--- config.mk ---
export PLATFORM = sky130hd
export DESIGN_NAME = decode_flat
export DESIGN_NICKNAME = d
export VERILOG_FILES = /design/src/rtl/decode_if.sv /design/src/rtl/decode.sv /design/src/flat_wrapper.sv
export SDC_FILE = /design/constraint.sdc
export NUM_CORES = 1
export LEC_CHECK = 0
export ABC_AREA = 0
export CORE_UTILIZATION = 35
export DETAILED_ROUTE_END_ITERATION = 8
export GPL_ROUTABILITY_DRIVEN = 0
export GPL_TIMING_DRIVEN = 0
export PLACE_DENSITY = 0.86
export SLEW_MARGIN = 5
export SYNTH_ARGS = -nofsm -noshare
export SYNTH_HDL_FRONTEND = slang
export SYNTH_SLANG_ARGS = --single-unit
--- constraint.sdc ---
create_clock -name clk -period 4.1 [get_ports clk]
set_input_delay 0.82 -clock clk [delete_from_list [all_inputs] [get_ports clk]]
set_output_delay 0.82 -clock clk [all_outputs]
set_load 0.005 [all_outputs]
--- src/rtl/decode_if.sv ---
// Bundles the LC3 decode stage's handshake, memory data and decoded field outputs.
// The master side drives decode_start and mem_dout; the slave side is the decode stage.
interface decode_if;
    logic        decode_start;
    logic [15:0] mem_dout;
    logic        busy;
    logic        execute_start;
    logic [15:0] ir_out;
    logic [3:0]  opCode_out;
    logic [2:0]  dr_out;
    logic [2:0]  sr1_out;
    logic [2:0]  sr2_out;
    logic        imm_mode;
    logic [15:0] imm5_sext;
    logic [15:0] offset6_sext;
    logic [8:0]  offset9_out;
    logic [15:0] offset9_sext;
    logic [15:0] offset11_sext;
    logic [15:0] trapvect_out;
    logic [2:0]  br_nzp;
    logic        reg_write_en;
    logic        mem_read;
    logic        mem_write;
    logic        illegal;

    modport slave (
        input  decode_start, mem_dout,
        output busy, execute_start, ir_out, opCode_out, dr_out, sr1_out, sr2_out,
               imm_mode, imm5_sext, offset6_sext, offset9_out, offset9_sext,
               offset11_sext, trapvect_out, br_nzp, reg_write_en, mem_read,
               mem_write, illegal
    );

    modport master (
        output decode_start, mem_dout,
        input  busy, execute_start, ir_out, opCode_out, dr_out, sr1_out, sr2_out,
               imm_mode, imm5_sext, offset6_sext, offset9_out, offset9_sext,
               offset11_sext, trapvect_out, br_nzp, reg_write_en, mem_read,
               mem_write, illegal
    );
endinterface

--- src/rtl/decode.sv ---
// LC3 decode stage: waits out instruction memory latency, latches the IR,
// splits it into fields/control flags and pulses execute_start.
module decode #(
    parameter int MEM_LATENCY = 1
) (
    input  logic     clk,
    input  logic     rst_n,
    decode_if.slave  dif
);
    typedef enum logic [1:0] {
        S_IDLE = 2'd0,
        S_WAIT = 2'd1,
        S_DONE = 2'd2
    } state_t;

    localparam logic [2:0] LAT_M1 = 3'(MEM_LATENCY - 1);

    state_t      state_q, state_d;
    logic [2:0]  cnt_q, cnt_d;
    logic [15:0] ir_q, ir_d;
    logic [3:0]  op;

    always_comb begin
        state_d = state_q;
        cnt_d   = cnt_q;
        ir_d    = ir_q;
        case (state_q)
            S_IDLE: begin
                if (dif.decode_start) begin
                    state_d = S_WAIT;
                    cnt_d   = LAT_M1;
                end
            end
            S_WAIT: begin
                if (cnt_q == 3'd0) begin
                    ir_d    = dif.mem_dout;
                    state_d = S_DONE;
                end else begin
                    cnt_d = cnt_q - 3'd1;
                end
            end
            S_DONE:  state_d = S_IDLE;
            default: state_d = S_IDLE;
        endcase
    end

    always_ff @(posedge clk or negedge rst_n) begin
        if (!rst_n) begin
            state_q <= S_IDLE;
            cnt_q   <= 3'd0;
            ir_q    <= 16'h0000;
        end else begin
            state_q <= state_d;
            cnt_q   <= cnt_d;
            ir_q    <= ir_d;
        end
    end

    assign dif.busy          = (state_q != S_IDLE);
    assign dif.execute_start = (state_q == S_DONE);

    // Every field below depends only on the latched IR, never on mem_dout.
    assign op                = ir_q[15:12];
    assign dif.ir_out        = ir_q;
    assign dif.opCode_out    = op;
    assign dif.dr_out        = (op == 4'b0100 || op == 4'b1111) ? 3'd7 : ir_q[11:9];
    assign dif.sr1_out       = ir_q[8:6];
    assign dif.sr2_out       = ir_q[2:0];
    assign dif.imm_mode      = ir_q[5];
    assign dif.imm5_sext     = {{11{ir_q[4]}}, ir_q[4:0]};
    assign dif.offset6_sext  = {{10{ir_q[5]}}, ir_q[5:0]};
    assign dif.offset9_out   = ir_q[8:0];
    assign dif.offset9_sext  = {{7{ir_q[8]}}, ir_q[8:0]};
    assign dif.offset11_sext = {{5{ir_q[10]}}, ir_q[10:0]};
    assign dif.trapvect_out  = {8'h00, ir_q[7:0]};
    assign dif.br_nzp        = (op == 4'b0000) ? ir_q[11:9] : 3'b000;

    always_comb begin
        dif.reg_write_en = 1'b0;
        dif.mem_read     = 1'b0;
        dif.mem_write    = 1'b0;
        dif.illegal      = 1'b0;
        case (op)
            4'b0001, 4'b0101, 4'b1001, 4'b1110, 4'b0100, 4'b1111:
                dif.reg_write_en = 1'b1;
            4'b0010, 4'b1010, 4'b0110: begin
                dif.reg_write_en = 1'b1;
                dif.mem_read     = 1'b1;
            end
            4'b0011, 4'b1011, 4'b0111: dif.mem_write = 1'b1;
            4'b1000, 4'b1101:          dif.illegal   = 1'b1;
            default: ;
        endcase
    end
endmodule

--- src/flat_wrapper.sv ---
// flat-port wrapper written by rule: the top's interface ports become plain ports
module decode_flat 
#(
    parameter int MEM_LATENCY = 1
)
  (clk, rst_n, dif_decode_start, dif_mem_dout, dif_busy, dif_execute_start, dif_ir_out, dif_opCode_out, dif_dr_out, dif_sr1_out, dif_sr2_out, dif_imm_mode, dif_imm5_sext, dif_offset6_sext, dif_offset9_out, dif_offset9_sext, dif_offset11_sext, dif_trapvect_out, dif_br_nzp, dif_reg_write_en, dif_mem_read, dif_mem_write, dif_illegal);
  decode_if dif_i ();
  input  logic clk;
  input  logic rst_n;
  input wire logic [$bits(dif_i.decode_start)-1:0] dif_decode_start;
  input wire logic [$bits(dif_i.mem_dout)-1:0] dif_mem_dout;
  output wire logic [$bits(dif_i.busy)-1:0] dif_busy;
  output wire logic [$bits(dif_i.execute_start)-1:0] dif_execute_start;
  output wire logic [$bits(dif_i.ir_out)-1:0] dif_ir_out;
  output wire logic [$bits(dif_i.opCode_out)-1:0] dif_opCode_out;
  output wire logic [$bits(dif_i.dr_out)-1:0] dif_dr_out;
  output wire logic [$bits(dif_i.sr1_out)-1:0] dif_sr1_out;
  output wire logic [$bits(dif_i.sr2_out)-1:0] dif_sr2_out;
  output wire logic [$bits(dif_i.imm_mode)-1:0] dif_imm_mode;
  output wire logic [$bits(dif_i.imm5_sext)-1:0] dif_imm5_sext;
  output wire logic [$bits(dif_i.offset6_sext)-1:0] dif_offset6_sext;
  output wire logic [$bits(dif_i.offset9_out)-1:0] dif_offset9_out;
  output wire logic [$bits(dif_i.offset9_sext)-1:0] dif_offset9_sext;
  output wire logic [$bits(dif_i.offset11_sext)-1:0] dif_offset11_sext;
  output wire logic [$bits(dif_i.trapvect_out)-1:0] dif_trapvect_out;
  output wire logic [$bits(dif_i.br_nzp)-1:0] dif_br_nzp;
  output wire logic [$bits(dif_i.reg_write_en)-1:0] dif_reg_write_en;
  output wire logic [$bits(dif_i.mem_read)-1:0] dif_mem_read;
  output wire logic [$bits(dif_i.mem_write)-1:0] dif_mem_write;
  output wire logic [$bits(dif_i.illegal)-1:0] dif_illegal;
  assign dif_i.decode_start = dif_decode_start;
  assign dif_i.mem_dout = dif_mem_dout;
  assign dif_busy = dif_i.busy;
  assign dif_execute_start = dif_i.execute_start;
  assign dif_ir_out = dif_i.ir_out;
  assign dif_opCode_out = dif_i.opCode_out;
  assign dif_dr_out = dif_i.dr_out;
  assign dif_sr1_out = dif_i.sr1_out;
  assign dif_sr2_out = dif_i.sr2_out;
  assign dif_imm_mode = dif_i.imm_mode;
  assign dif_imm5_sext = dif_i.imm5_sext;
  assign dif_offset6_sext = dif_i.offset6_sext;
  assign dif_offset9_out = dif_i.offset9_out;
  assign dif_offset9_sext = dif_i.offset9_sext;
  assign dif_offset11_sext = dif_i.offset11_sext;
  assign dif_trapvect_out = dif_i.trapvect_out;
  assign dif_br_nzp = dif_i.br_nzp;
  assign dif_reg_write_en = dif_i.reg_write_en;
  assign dif_mem_read = dif_i.mem_read;
  assign dif_mem_write = dif_i.mem_write;
  assign dif_illegal = dif_i.illegal;
  decode #(.MEM_LATENCY(MEM_LATENCY)) u_core (.clk(clk), .rst_n(rst_n), .dif(dif_i));
endmodule
## Word level (Yosys, flattened, before mapping)

Cells that the tools add are included.

- Reduce and logical (&&, ||, !) cells: 13
- Mux-type cells: 12
- Eq/ne operators: 19
- $add $sub $neg: 1

Operators with widths:

| kind | number |
|---|---|
| $eq A4 B4 Y1 const B | 7 |
| $eq A4 B3 Y1 const B | 4 |
| $mux W3 | 4 |
| $reduce_or A9 Y1 | 1 |
| $eq A4 B2 Y1 const B | 2 |
| $pmux W3 S2 | 1 |
| $reduce_or A3 Y1 | 2 |
| $eq A4 B1 Y1 const B | 1 |
| $logic_not A4 Y1 | 1 |
| $mux W1 | 4 |
| $mux W2 | 2 |
| $ne A2 B2 Y1 const B | 2 |
| $pmux W2 S2 | 1 |
| $reduce_and A2 Y1 | 2 |
| $reduce_bool A2 Y1 | 2 |
| $logic_not A3 Y1 | 1 |
| $reduce_and A3 Y1 | 1 |
| $sub A3 B1 Y3 const B | 1 |
| $eq A2 B1 Y1 const B | 1 |
| $eq A2 B2 Y1 const B | 1 |
| $logic_not A2 Y1 | 1 |
| $ne A2 B1 Y1 const B | 1 |
| $reduce_or A2 Y1 | 1 |
| $logic_or A1 B1 Y1 | 1 |

- Flip-flop bits (word level): 21
- Output and inout port bits: 128

## Logic depth before layout (Yosys ltp)

- Word-level depth: 3
- Mapped depth: 5

## Least setup slack after synthesis

OpenSTA, ideal clock, no wires.

- Path type: register to output
- Start point: register u_core.ir_q[15] (netlist: u_core.dif.ir_out[15])
- End point: output dif_dr_out[0]
- Arrival time: 0.970 ns
- Path slack: 2.310 ns
- Stages on the path, launching flop included: 4
- Data required time: 3.280 ns
- Path through: dfrtp_1 and3_1 o21ai_0 nand2b_1

- Cells in the longest elaborated chain, start to end: 3
- Elaborated cells on any way between the ends: 4
- Classes of those cells: 2 x eq/ne; 1 x mux; 1 x reduce/logical

RTL lines:

| what | RTL line | source |
|---|---|---|
| start: declaration | decode.sv:20 | `logic [15:0] ir_q, ir_d;` |
| start signal: assignment | decode.sv:55 | `ir_q <= ir_d;` |
| $eq A4 B3 Y1 or $eq A4 B4 Y1 (tied branches) | decode.sv:66 | `assign dif.dr_out = (op == 4'b0100 \|\| op == 4'b1111) ? 3'd7 : ir_q[11:9];` |
| $logic_or A1 B1 Y1 * | decode.sv:66 |  |
| $mux W3 * | decode.sv:66 |  |
| end: declaration | flat_wrapper.sv:16 | `output wire logic [$bits(dif_i.dr_out)-1:0] dif_dr_out;` |

Mark *: on every way between the ends. The rest lies on a longest branch, timed or not.

## Worst setup path after layout

- Start point: register u_core.ir_q[13] (netlist: u_core.dif.ir_out[13])
- End point: output dif_br_nzp[2]

- Cells in the longest elaborated chain, start to end: 2

RTL lines:

| what | RTL line | source |
|---|---|---|
| $logic_not A4 Y1 | decode.sv:76 | `assign dif.br_nzp = (op == 4'b0000) ? ir_q[11:9] : 3'b000;` |
| $mux W3 | decode.sv:76 |  |
| end: declaration | flat_wrapper.sv:26 | `output wire logic [$bits(dif_i.br_nzp)-1:0] dif_br_nzp;` |

Every way passes these cells.

==> flow_summary_export.csv <==
group,metric,value,unit
status,status,"completed",
clock_network,root_buffer,"clkbuf_8",
timing,setup_viol,0,
critical_path,worstPathRequired,3.28,ns
timing,slew_headroom,36.3,%
floorplan,initial_core_util,37.1,%
critical_path,critPathMaxFanout,10,
clock_network,worstSkewPairLatency,0.26,ns
cells_and_area,antenna_cells,0,
clock_network,cts_sinks,21,
routing,vias,1511,
synthesis,synth.distinct_cells,26,
routing,firstDrtPassIters,4,
timing,worstMarginPinSlew,0.952,ns
routing,initialDrtViolationCount,25,
timing,hold_viol_final,0,
critical_path,rr_endpoint,"u_core.dif.ir_out[7]",
synthesis,yosys.area.top_type,"buf_4",
power_and_ir_drop,ir_drop,0.000434,V
routing,post_drt_wl_per_cell,10.5,um
timing,slew_violations,0,
synthesis,syn_inst,177,
synthesis,netlist_area,1770,um2
grt,grt_overflow,0,
cells_and_area,finish.utilization,69.2,%
clock_network,cts_tree,"done",
timing,fin_hold_ws,0.526,ns
clock_network,clkTransAtPathRegs,0.08,ns
synthesis,synth-edff-count,0,
floorplan,die_area,5360,um2
cells_and_area,fin_nets,348,
floorplan,ioPinCount,147,
timing,period_share,65.3,%
hold_path,min_to,"u_core.cnt_q[1]",
timing,setup_ws,1.42,ns
clock_network,post-cts-setup-buffers,0,
critical_path,slowest_delay,0.50,ns
critical_path,cp-start-kind,"register",
critical_path,crit_family,"simple AND/OR/NAND/NOR gates",
floorplan,die_w,73.2,um
grt,antenna_found_initial,0,
clock_network,cts_resized,0,
critical_path,cp_slowest_cell,"clkdlybuf4s50_1",
synthesis,ys_seq_area_share,29.6,%
cells_and_area,drive_above_1_share,39.3,%
timing,layout_min_cycle_time,2.68,ns
grt,grt.total_usage,13.9,%
synthesis,synthTopCellsByArea,"buf_4 (42%), dfrtp_1 (30%), mux2_4 (7.6%), mux2_2 (5.7%), ha_1 (1.4%)",
floorplan,rows,25,
timing,fin_skew,0.00663,ns
synthesis,synth_flop_cell,"dfrtp_1",
place,numPortBuffers,138,
critical_path,end_kind,"output port",
clock_network,h-tree-depth,1,
place,dp.cells,389,
place,dp_hpwl,3400,um
critical_path,crit_arrival,1.86,ns
timing,grt_setup_unrepaired,"false",
hold_path,min_path_type,"register to register",
synthesis,synth-seq-cells,21,
grt,grt_pass1_vias,1276,
routing,wl,4120,um
hold_path,hp-start,"u_core.cnt_q[1]",
power_and_ir_drop,powerDensity,902,nW/um2
critical_path,rr_worst_depth,5,
routing,drc,0,
routing,vias_per_cell,3.84,
place,pre_cts_ws,1.66,ns
critical_path,rr_startpoint,"u_core.cnt_q[0]",
critical_path,path_cells,"nor4_1 -> and2_1 -> clkdlybuf4s50_1",
critical_path,critical_path_class,"register to output port",
critical_path,path_buf_inv,1,
synthesis,yosys_warnings,0,
timing,setup_tns,0,ns
routing,antenna_left,0,
clock_network,cts_max_path_buffers,2,
power_and_ir_drop,cellLeakagePower,1.54,nW
grt,grt_max_degree,22,
clock_network,cts_buffers,3,
synthesis,syn-mean-instance-area,10.0,um2
critical_path,reg2reg_setup_slack,2.32,ns
synthesis,async_reset_ff_share,100,%
synthesis,synth_top_area_share,42.3,%
grt,grt_pass1_wl,5890,um
floorplan,die_h,73.2,um
clock_network,holdBufCountCts,0,
cells_and_area,fin_cells,393,
cells_and_area,syn2layout_area_growth,86.7,%
timing,fmax,0.374,GHz
hold_path,min_path_cells,1,
floorplan,core_area,4790,um2
flow_run,maxCapViolCount,0,
-- routing by layer --
layer  track usage, %  vias up  wire length (um)
met2             28.5       72              2290
met5                0        -                 0
met4             1.31        0                 0
met3             3.73        0               380
met1             14.3      678              1450
li1                 -      761                 -
-- worst reg2reg max path, stage by stage, from the launching register on --
cell and delay, ns:
dfrtp_1 0.40, inv_1 0.09, ha_1 0.18, nor3b_4 0.47
buf_12 0.22, mux2_4 0.30
-- power breakdown --
group	internal (mW)	leakage, nW	switching [mW]
registers	0.309	0.252	0.216
clock network	0.0676	0.0255	0.0667
logic	1.77	1.26	0.554
total	2.15	1.54	0.837
-- metrics by stage --
stage               power [mW]  area (um2)
global route              3.19        3310
finish                    2.99        3310
global placement          2.84        3270
floorplan                 1.57        1800
CTS                       3.04        3310
detailed placement        2.89        3270
-- worst max path at each step --
| stage | slack, ns | start | end | cells past startpoint |
|---|---|---|---|---|
| 2_1_floorplan | 2.31 | u_core.dif.ir_out[15] | dif_dr_out[0] | 3 |
| 3_3_place_gp | 1.69 | u_core.dif.ir_out[13] | dif_br_nzp[2] | 3 |
| 3_5_place_dp | 1.66 | u_core.dif.ir_out[13] | dif_br_nzp[2] | 3 |
| 4_1_cts | 1.36 | u_core.dif.ir_out[13] | dif_br_nzp[2] | 3 |
| 5_1_grt | 1.24 | u_core.dif.ir_out[13] | dif_br_nzp[0] | 3 |
| 6_report | 1.42 | u_core.dif.ir_out[13] | dif_br_nzp[2] | 3 |
-- logic make-up (layout without fill, tap and decap cells) --
logic type	count (synthesis)	after routing	share of synthesized area [%]
buf+inv	104	246	44.1
simple gates	26	26	9.52
flops	21	21	29.6
mux	18	18	13.3
compound gates	5	5	1.83
fa+ha+maj	2	2	1.41
other cells	1	8	0.211
-- layout by cell type (no fill, tap or decap), drive strengths merged, types with 2 or more instances in the layout --
master	synthesis	layout
buf	101	101
ha	2	2
and2	3	3
inv	3	3
nand2	2	2
dfrtp	21	21
conb	1	8
nor3	2	2
nor2	4	4
and3	2	2
nand2b	4	4
nor2b	3	3
mux2	18	18
clkdlybuf4s50	0	138
o21ai	2	2
clkbuf	0	3
-- synthesized netlist by cell type, types with 2 or more instances --
master	count
and3_1	2
mux2_4	9
dfrtp_1	21
nor2b_1	3
inv_1	3
nand2b_1	3
nand2_1	2
nor3_1	2
ha_1	2
nor2_1	4
and2_1	3
buf_4	100
o21ai_0	2
mux2_2	9
-- state kept, by name, summed over array words and instances (netlist names) --
register           count
u_core.state_q         2
u_core.cnt_q           3
u_core.dif.ir_out     16
-- final cells by class --
cell class	count	area [um2]
Timing Repair Buffer	138	1380
Sequential cell	21	526
Multi-Input combinational cell	59	493
Buffer	101	771
Inverter	3	11.3
Clock buffer	3	41.3
Clock inverter	1	5.00
Tap cell	67	83.8
Fill cell	387	1470
Power figures use the tool's default switching activity.
